**config.mk**
```make
export PLATFORM = sky130hd
export DESIGN_NAME = config_frame_writer_flat
export DESIGN_NICKNAME = d
export VERILOG_FILES = /design/src/rtl/config_frame_writer_if.sv /design/src/rtl/config_frame_writer.sv /design/src/flat_wrapper.sv
export SDC_FILE = /design/constraint.sdc
export NUM_CORES = 1
export LEC_CHECK = 0
export CAP_MARGIN = 20
export CORE_MARGIN = 1
export CORE_UTILIZATION = 53
export CTS_CLUSTER_SIZE = 25
export DETAILED_ROUTE_END_ITERATION = 10
export PLACE_DENSITY = 0.79
export SETUP_SLACK_MARGIN = 0.02
export SYNTH_ARGS = -nofsm -noshare
export SYNTH_HDL_FRONTEND = slang
export SYNTH_SLANG_ARGS = --single-unit
```
**constraint.sdc**
```tcl
create_clock -name CLK -period 2.6 [get_ports CLK]
set_input_delay 0.52 -clock CLK [delete_from_list [all_inputs] [get_ports CLK]]
set_output_delay 0.52 -clock CLK [all_outputs]
set_load 0.05 [all_outputs]
```
**src/rtl/config_frame_writer_if.sv**
```systemverilog
// Byte-in / register-write-out bundle for config_frame_writer.
// The slave modport is the writer's view; master is the side that feeds bytes
// and observes the register bank port.
interface config_frame_writer_if;
  logic [7:0]  RX_DATA;
  logic        RX_VALID;
  logic        WREN;
  logic [1:0]  ABUS;
  logic [15:0] DBUS;
  logic        WR_DONE;
  logic        FRM_ERR;
  logic [7:0]  ERR_CNT;

  modport slave (
    input  RX_DATA, RX_VALID,
    output WREN, ABUS, DBUS, WR_DONE, FRM_ERR, ERR_CNT
  );

  modport master (
    output RX_DATA, RX_VALID,
    input  WREN, ABUS, DBUS, WR_DONE, FRM_ERR, ERR_CNT
  );
endinterface

```
**src/rtl/config_frame_writer.sv**
```systemverilog
// Parses 4-byte configuration frames {header, data_hi, data_lo, xor} from a
// byte stream and issues one register write per valid frame. Rejected frames
// (bad header, bad checksum, inter-byte timeout) pulse FRM_ERR and bump a
// saturating error counter.
module config_frame_writer #(
  parameter int unsigned TIMEOUT = 1000,
  parameter logic [5:0]  HDR     = 6'b101000
) (
  input logic                   CLK,
  input logic                   RST,
  config_frame_writer_if.slave  bus
);

  localparam int unsigned CntW = (TIMEOUT > 1) ? $clog2(TIMEOUT) : 1;
  localparam logic [CntW-1:0] CntLast = CntW'(TIMEOUT - 1);

  typedef enum logic [2:0] {
    IDLE    = 3'd0,
    GET_HI  = 3'd1,
    GET_LO  = 3'd2,
    GET_CHK = 3'd3,
    WRITE   = 3'd4
  } state_e;

  state_e          state_q;
  logic [1:0]      addr_q;
  logic [7:0]      hi_q;
  logic [7:0]      lo_q;
  logic [CntW-1:0] idle_cnt_q;
  logic            wren_q;
  logic            wr_done_q;
  logic            frm_err_q;
  logic [1:0]      abus_q;
  logic [15:0]     dbus_q;
  logic [7:0]      err_cnt_q;

  logic hdr_ok;
  logic chk_ok;
  logic in_frame;
  logic timeout;
  logic err_set;

  // Byte classification and error detection for the current cycle.
  always_comb begin
    hdr_ok   = (bus.RX_DATA[7:2] == HDR);
    chk_ok   = (bus.RX_DATA == ({HDR, addr_q} ^ hi_q ^ lo_q));
    in_frame = (state_q == GET_HI) || (state_q == GET_LO) || (state_q == GET_CHK);
    // A byte in the expiry cycle wins over the timeout.
    timeout  = in_frame && !bus.RX_VALID && (idle_cnt_q == CntLast);
    err_set  = timeout ||
               (bus.RX_VALID && !hdr_ok && ((state_q == IDLE) || (state_q == WRITE))) ||
               (bus.RX_VALID && !chk_ok && (state_q == GET_CHK));
  end

  // Frame FSM with registered write/error outputs.
  always_ff @(posedge CLK) begin
    if (RST) begin
      state_q    <= IDLE;
      addr_q     <= '0;
      hi_q       <= '0;
      lo_q       <= '0;
      idle_cnt_q <= '0;
      wren_q     <= 1'b0;
      wr_done_q  <= 1'b0;
      frm_err_q  <= 1'b0;
      abus_q     <= '0;
      dbus_q     <= '0;
      err_cnt_q  <= '0;
    end else begin
      wren_q    <= 1'b0;
      wr_done_q <= (state_q == WRITE);
      frm_err_q <= err_set;
      if (err_set && (err_cnt_q != 8'hFF)) begin
        err_cnt_q <= err_cnt_q + 8'd1;
      end

      unique case (state_q)
        // WRITE treats its byte as a header so back-to-back frames lose nothing.
        IDLE, WRITE: begin
          idle_cnt_q <= '0;
          state_q    <= IDLE;
          if (bus.RX_VALID && hdr_ok) begin
            addr_q  <= bus.RX_DATA[1:0];
            state_q <= GET_HI;
          end
        end
        GET_HI, GET_LO, GET_CHK: begin
          if (bus.RX_VALID) begin
            idle_cnt_q <= '0;
            if (state_q == GET_HI) begin
              hi_q    <= bus.RX_DATA;
              state_q <= GET_LO;
            end else if (state_q == GET_LO) begin
              lo_q    <= bus.RX_DATA;
              state_q <= GET_CHK;
            end else if (chk_ok) begin
              wren_q  <= 1'b1;
              abus_q  <= addr_q;
              dbus_q  <= {hi_q, lo_q};
              state_q <= WRITE;
            end else begin
              state_q <= IDLE;
            end
          end else if (timeout) begin
            idle_cnt_q <= '0;
            state_q    <= IDLE;
          end else begin
            idle_cnt_q <= idle_cnt_q + 1'b1;
          end
        end
        default: begin
          idle_cnt_q <= '0;
          state_q    <= IDLE;
        end
      endcase
    end
  end

  assign bus.WREN    = wren_q;
  assign bus.ABUS    = abus_q;
  assign bus.DBUS    = dbus_q;
  assign bus.WR_DONE = wr_done_q;
  assign bus.FRM_ERR = frm_err_q;
  assign bus.ERR_CNT = err_cnt_q;

endmodule

```
**src/flat_wrapper.sv**
```systemverilog
// flat-port wrapper written by rule: the top's interface ports become plain ports
module config_frame_writer_flat 
#(
  parameter int unsigned TIMEOUT = 1000,
  parameter logic [5:0]  HDR     = 6'b101000
)
  (CLK, RST, bus_RX_DATA, bus_RX_VALID, bus_WREN, bus_ABUS, bus_DBUS, bus_WR_DONE, bus_FRM_ERR, bus_ERR_CNT);
  config_frame_writer_if bus_i ();
  input logic CLK;
  input logic RST;
  input wire logic [$bits(bus_i.RX_DATA)-1:0] bus_RX_DATA;
  input wire logic [$bits(bus_i.RX_VALID)-1:0] bus_RX_VALID;
  output wire logic [$bits(bus_i.WREN)-1:0] bus_WREN;
  output wire logic [$bits(bus_i.ABUS)-1:0] bus_ABUS;
  output wire logic [$bits(bus_i.DBUS)-1:0] bus_DBUS;
  output wire logic [$bits(bus_i.WR_DONE)-1:0] bus_WR_DONE;
  output wire logic [$bits(bus_i.FRM_ERR)-1:0] bus_FRM_ERR;
  output wire logic [$bits(bus_i.ERR_CNT)-1:0] bus_ERR_CNT;
  assign bus_i.RX_DATA = bus_RX_DATA;
  assign bus_i.RX_VALID = bus_RX_VALID;
  assign bus_WREN = bus_i.WREN;
  assign bus_ABUS = bus_i.ABUS;
  assign bus_DBUS = bus_i.DBUS;
  assign bus_WR_DONE = bus_i.WR_DONE;
  assign bus_FRM_ERR = bus_i.FRM_ERR;
  assign bus_ERR_CNT = bus_i.ERR_CNT;
  config_frame_writer #(.TIMEOUT(TIMEOUT), .HDR(HDR)) u_core (.CLK(CLK), .RST(RST), .bus(bus_i));
endmodule
```
After elaboration in Yosys (flattened, before gate mapping)
Index checks and enable logic that the tools add are counted.
{ "classes": {"n_bitwise": 6, "n_reduce_logical": 25, "addsub": 2, "n_mux": 8, "eq_ne": 9} }
{ "ops": {"columns": ["operator", "count"], "rows": [
  ["$xor A8 B8 Y8", 2],
  ["$mux W3", 5],
  ["$add A10 B1 Y10 const B", 1],
  ["$eq A10 B10 Y1 const B", 1],
  ["$add A8 B1 Y8 const B", 1],
  ["$eq A8 B8 Y1", 1],
  ["$logic_and A1 B1 Y1", 8],
  ["$ne A8 B8 Y1 const B", 1],
  ["$eq A3 B2 Y1 const B", 2],
  ["$eq A6 B6 Y1 const B", 1],
  ["$pmux W3 S2", 1],
  ["$logic_or A1 B1 Y1", 5],
  ["$reduce_and A5 Y1", 1],
  ["$reduce_or A5 Y1", 1],
  ["$not A1 Y1", 4],
  ["$reduce_and A4 Y1", 1],
  ["$reduce_or A4 Y1", 1],
  ["$eq A3 B1 Y1 const B", 1],
  ["$eq A3 B3 Y1 const B", 1],
  ["$logic_not A1 Y1", 3],
  ["$logic_not A3 Y1", 1],
  ["$ne A3 B2 Y1 const B", 1],
  ["$reduce_and A3 Y1", 1],
  ["$reduce_or A3 Y1", 1],
  ["other kinds (3)", 4]
]} }
{ "totals": {"wordCells": 61, "register_bits": 60, "in_bits": 11, "output_inout_bits": 29} }

Longest topological paths before layout
{ "logic_depth": {"word_depth": 8, "mapped_depth": 8, "ltp_nobuf": 7} }

Worst setup path after synthesis
No wires, ideal clock.
{ "synth_timing": {"path_kind": "input port to flip-flop", "from": "in bus_RX_DATA[2]", "to": "reg u_core.err_cnt_q[3] (netlist: u_core.bus.ERR_CNT[3])", "t_arrival_ps": 1757, "cell_stages": 6, "required_time_ps": 2477, "setup_slack_ps": 720, "setup_ps": 123, "n_path_buf": 0, "cell_sequence": "xor2_1 xnor2_1 nand4_1 o21bai_2 a211oi_1 mux2_1"} }
{ "synth_via": {"elab_chain_len": 7, "word_cells_on_any_way": 11, "cone_classes": "eq/ne: 2; reduce/logical: 9"} }
{ "synth_lines": {"columns": ["item", "line_no", "text"], "rows": [
  ["start, declared", "flat_wrapper.sv:11", "input wire logic [$bits(bus_i.RX_DATA)-1:0] bus_RX_DATA;"],
  ["$eq A6 B6 Y1", "config_frame_writer.sv:45", "hdr_ok = (bus.RX_DATA[7:2] == HDR);"],
  ["$logic_not A1 Y1", "config_frame_writer.sv:51", "(bus.RX_VALID && !hdr_ok && ((state_q == IDLE) || (state_q == WRITE))) ||"],
  ["$logic_and A1 B1 Y1 (2 in series)", "config_frame_writer.sv:51", null],
  ["$logic_or A1 B1 Y1", "config_frame_writer.sv:50", "err_set = timeout ||"],
  ["$logic_or A1 B1 Y1 (*)", "config_frame_writer.sv:51", null],
  ["$logic_and A1 B1 Y1 (*)", "config_frame_writer.sv:73", "if (err_set && (err_cnt_q != 8'hFF)) begin"],
  ["end signal, assigned", "config_frame_writer.sv:74", "err_cnt_q <= err_cnt_q + 8'd1;"],
  ["end, declared", "config_frame_writer.sv:35", "logic [7:0] err_cnt_q;"]
]} }
Every way passes the cells marked *; elsewhere a longest branch is shown, timed or not.
A chain may end at the register's enable or synchronous reset.

Final worst setup path
{ "layout_timing": {"from": "in bus_RX_DATA[6]", "to": "reg u_core.err_cnt_q[3] (netlist: u_core.bus.ERR_CNT[3])"} }
The elaborated chain is that of the path after synthesis.

==> summary.md <==
* 0 — number of routed nets with antenna violations
* 0.403 mW — Sw Pwr
* 46.5% — Seq/Total Area, Yosys
* 2 — maximum clock path buffer count
* 512 ps — transition at the pin with the smallest max-transition slack
* 0 — final routed DRC violation total
* 26.4% — layout-stage area growth over the synthesis result
* in2reg — critical path class
* 22.5% — fraction of power spent switching nets
* 0 — Max Cap Violations
* 0 — total number of yosys warnings
* 0 — number of pins with negative max-slew slack in the final report
* 3080 sq um — Placed Instance Area
* 7 — maximum net fanout on the critical path
* 3 — H-tree levels
* 1920 — via count of the first global-routing pass
* 5.7% — Comb pwr share
* 65.8% — worst max-slew margin expressed relative to the limit
* no — unrepaired setup endpoints after global routing
* reg2reg — worst hold-check path type
* 4690 sq um — core area
* 60 — count of state elements after synthesis
* 37 — count of different cell masters after synthesis
* 0 — hold violation total from the final report
* 3630 um — estimated wirelength of the detail-placed design
* 0.806 — routability-driven placement congestion ratio
* 2480 ps — worst path arrival time
* 71.8 um — die boundary width
* 0.383 mV — IR Drop Worst-Case VDD
* 42.6% — fraction of power consumed by the clock network
* 0 — Hold Buf Count CTS
* sky130_fd_sc_hd__dfxtp_1 (47%), sky130_fd_sc_hd__mux2i_1 (8.5%), sky130_fd_sc_hd__nand2_1 (6.3%) — most area-consuming cells after synthesis
* 5200 um — detailed-route wire length
* 2820 ps — required time at the endpoint of the critical path
* 0 — global route total overflow
* 2260 ps — shortest clock period the worst path allows after layout
* 3260 sq um — Final Cell Area
* 1.39 mW — internal power summed over all cells
* 9 — number of buffers added by the clock tree synthesis step
* 71.8 um — Die Ht
* 463 ps — worst hold slack
* complete, no violations — status
* 25 — Cell Rows
* 120 — 1st-iter DRT viols
* 9.12 sq um — mean post-synth cell area
* 39 — count of port buffers added during placement
* 22.0% — aggregate global-route resource usage
* 349 — fin nets
* 55.0% — effective utilization at floorplan
* 418 — count of filler cells inserted in the layout
* 87.1% — fraction of the cycle the final worst path needs
* 330 ps — clock latency reported for the late side of the worst-skew pair
* 7.42 ps — Setup Skew
* 296 — Synth Net Count
* 40 — Top-Level Pins
* 0 — initial antenna violation count
* 13.2 um — post-detailed-route wirelength per cell
* 38 — maximum number of pins on one net before global-route repair
* 69.5% — Core Util, Final
* flop — endpoint kind of the worst setup timing path
* 2580 sq um — summed instance area of the synthesized netlist
* 5150 sq um — Total Die Area
* 60 ps — clk slew on worst S/H paths
* 60 — clock net sink count
* 2107 — total via count in the routed design
* 11.1% — fraction of final layout cells with drive strength greater than 1
* 0 — # setup viols final
* 0 — number of diodes
* 51.7% — part of the power in registers
* 551 nW/um^2 — Power Density
* 8720 um — wire length of the first global-routing pass
* 0 — total of cells resized after clock tree synthesis
* sky130_fd_sc_hd__clkbuf_8 — Clock Root Buffer
* 0 ps — Fin Setup TNS
* 283 — count of mapped cells out of synthesis
* 442 MHz — Max Clock Freq
* 5.33 — via density per instance
* primary input — CP startpoint kind
* sky130_fd_sc_hd__dfxtp_1 — cell accounting for the most synthesized area
* done — clock tree from TritonCTS
* 5 — drt pass-1 iters
* 0 — number of post-CTS setup repair buffers
* 1.18 nW — static leakage
* 46.5% — Yosys top cell area share
[synth_stat cells]
library cell and n:
sky130_fd_sc_hd__clkbuf_1 8, sky130_fd_sc_hd__o21bai_2 1, sky130_fd_sc_hd__buf_12 1, sky130_fd_sc_hd__nand2b_1 1
sky130_fd_sc_hd__inv_1 3, sky130_fd_sc_hd__or2_2 1, sky130_fd_sc_hd__mux2_1 1, sky130_fd_sc_hd__dfxtp_1 60
sky130_fd_sc_hd__and4_1 2, sky130_fd_sc_hd__nor4_1 3, sky130_fd_sc_hd__buf_1 1, sky130_fd_sc_hd__nor3_1 3
sky130_fd_sc_hd__a21oi_1 17, sky130_fd_sc_hd__nor3_2 1, sky130_fd_sc_hd__a21oi_2 1, sky130_fd_sc_hd__nand4_1 3
sky130_fd_sc_hd__nand4bb_1 1, sky130_fd_sc_hd__nand3b_1 1, sky130_fd_sc_hd__buf_6 1, sky130_fd_sc_hd__nand4_2 1
sky130_fd_sc_hd__xor2_1 9, sky130_fd_sc_hd__and3_1 5, sky130_fd_sc_hd__a41oi_1 1, sky130_fd_sc_hd__xnor2_1 17
sky130_fd_sc_hd__nor2b_1 8, sky130_fd_sc_hd__a2bb2oi_2 1, sky130_fd_sc_hd__a31oi_1 4, sky130_fd_sc_hd__mux2i_1 22
sky130_fd_sc_hd__nand3_1 11, sky130_fd_sc_hd__nand2_1 43, sky130_fd_sc_hd__mux2_4 1, sky130_fd_sc_hd__and3b_1 1
sky130_fd_sc_hd__a211oi_1 4, sky130_fd_sc_hd__mux2_2 3, sky130_fd_sc_hd__nor2_1 39, sky130_fd_sc_hd__ha_1 2
sky130_fd_sc_hd__a311o_1 1
[cell usage in the layout, fill, tap and decap left out, drive strengths merged, types with 3 or more instances in the layout]
cell type,netlist,routed
nand2,43,43
mux2i,22,22
dfxtp,60,60
mux2,5,5
a21oi,18,18
xnor2,17,17
a31oi,4,4
inv,3,3
nand4,4,4
nand3,11,11
nor4,3,3
nor2b,8,8
buf,3,15
a211oi,4,4
clkbuf,8,15
clkdlybuf4s50,0,38
and3,5,5
xor2,9,9
nor3,4,4
nor2,39,39
[state kept, by name (all words and copies together) (netlist names)]
signal and count:
u_core.lo_q 8, u_core.idle_cnt_q 10, u_core.hi_q 8, u_core.bus.ABUS 2, u_core.bus.FRM_ERR 1, u_core.bus.WR_DONE 1, u_core.bus.ERR_CNT 8, u_core.addr_q 2
u_core.state_q 3, u_core.bus.WREN 1, u_core.bus.DBUS 16
[area by class of cell]
class	count	area, sq um	share of cell area, %
multi-input cells	209	1310	40.2
flip-flops and latches	60	1200	36.8
repair buffers	53	490	15.0
clock buffers	15	176	5.41
well taps	54	67.6	2.07
inverters	3	11.3	0.345
clock inverters	1	5.00	0.153
[final timing paths]
| check | start | depth (start not counted) | slack (ps) | to |
|---|---|---|---|---|
| worst max-delay path | bus_RX_DATA[6] | 7 | 340 | u_core.bus.ERR_CNT[3]$_SDFFE_PP0P_ |
| worst min-delay path | u_core.idle_cnt_q[0]$_SDFF_PP0_ | 1 | 460 | u_core.idle_cnt_q[0]$_SDFF_PP0_ |
| worst max register to register | u_core.idle_cnt_q[0]$_SDFF_PP0_ | 6 | 520 | u_core.bus.ERR_CNT[3]$_SDFFE_PP0P_ |
| worst min register to register | u_core.idle_cnt_q[0]$_SDFF_PP0_ | 1 | 460 | u_core.idle_cnt_q[0]$_SDFF_PP0_ |
[power groups by stage]
stage / clock network [mW] / registers (mW) / logic (mW)
finish: 0.765 / 0.929 / 0.102
global route: 0.814 / 0.929 / 0.111
CTS: 0.780 / 0.929 / 0.103
detailed placement: 0 / 0.949 / 0.102
global placement: 0 / 0.949 / 0.100
floorplan: 0 / 0.962 / 0.0436
[routing by layer]
layer / vias up / GRT usage, % / wire length, um
met3: 12 / 5.20 / 210
met2: 44 / 32.2 / 2370
met1: 982 / 30.4 / 2520
li1: 1069 / - / -
met5: - / 0 / 0
met4: 0 / 10.9 / 105
[per-stage QoR]
stage | instances | worst slack (ps) | power [mW]
floorplan | 283 | 720 | 1.01
global placement | 379 | 46.4 | 1.05
detailed placement | 379 | -11.5 | 1.05
CTS | 395 | 343 | 1.81
global route | 395 | 193 | 1.85
finish | 395 | 335 | 1.80
[cells by family (layout without fill, tap and decap cells)]
| logic type | count (synthesis) | after routing | synth area share (%) |
|---|---|---|---|
| flip-flops | 60 | 60 | 46.5 |
| XOR/XNOR | 26 | 26 | 8.82 |
| multiplexers | 27 | 27 | 10.9 |
| AO/OA/AOI/OAI | 30 | 30 | 7.51 |
| AND/OR/NAND/NOR | 124 | 124 | 22.3 |
| buffers and inverters | 14 | 72 | 2.96 |
| adder cells (fa/ha/maj) | 2 | 2 | 0.969 |
[critical path, stage by stage]
cell                              delay [ps]
sky130_fd_sc_hd__clkdlybuf4s50_1         540
sky130_fd_sc_hd__xor2_1                  200
sky130_fd_sc_hd__xnor2_1                 140
sky130_fd_sc_hd__nand4_1                 240
sky130_fd_sc_hd__o21bai_2                360
sky130_fd_sc_hd__a211oi_1                140
sky130_fd_sc_hd__mux2_1                  330
Power figures use the tool's default switching activity.
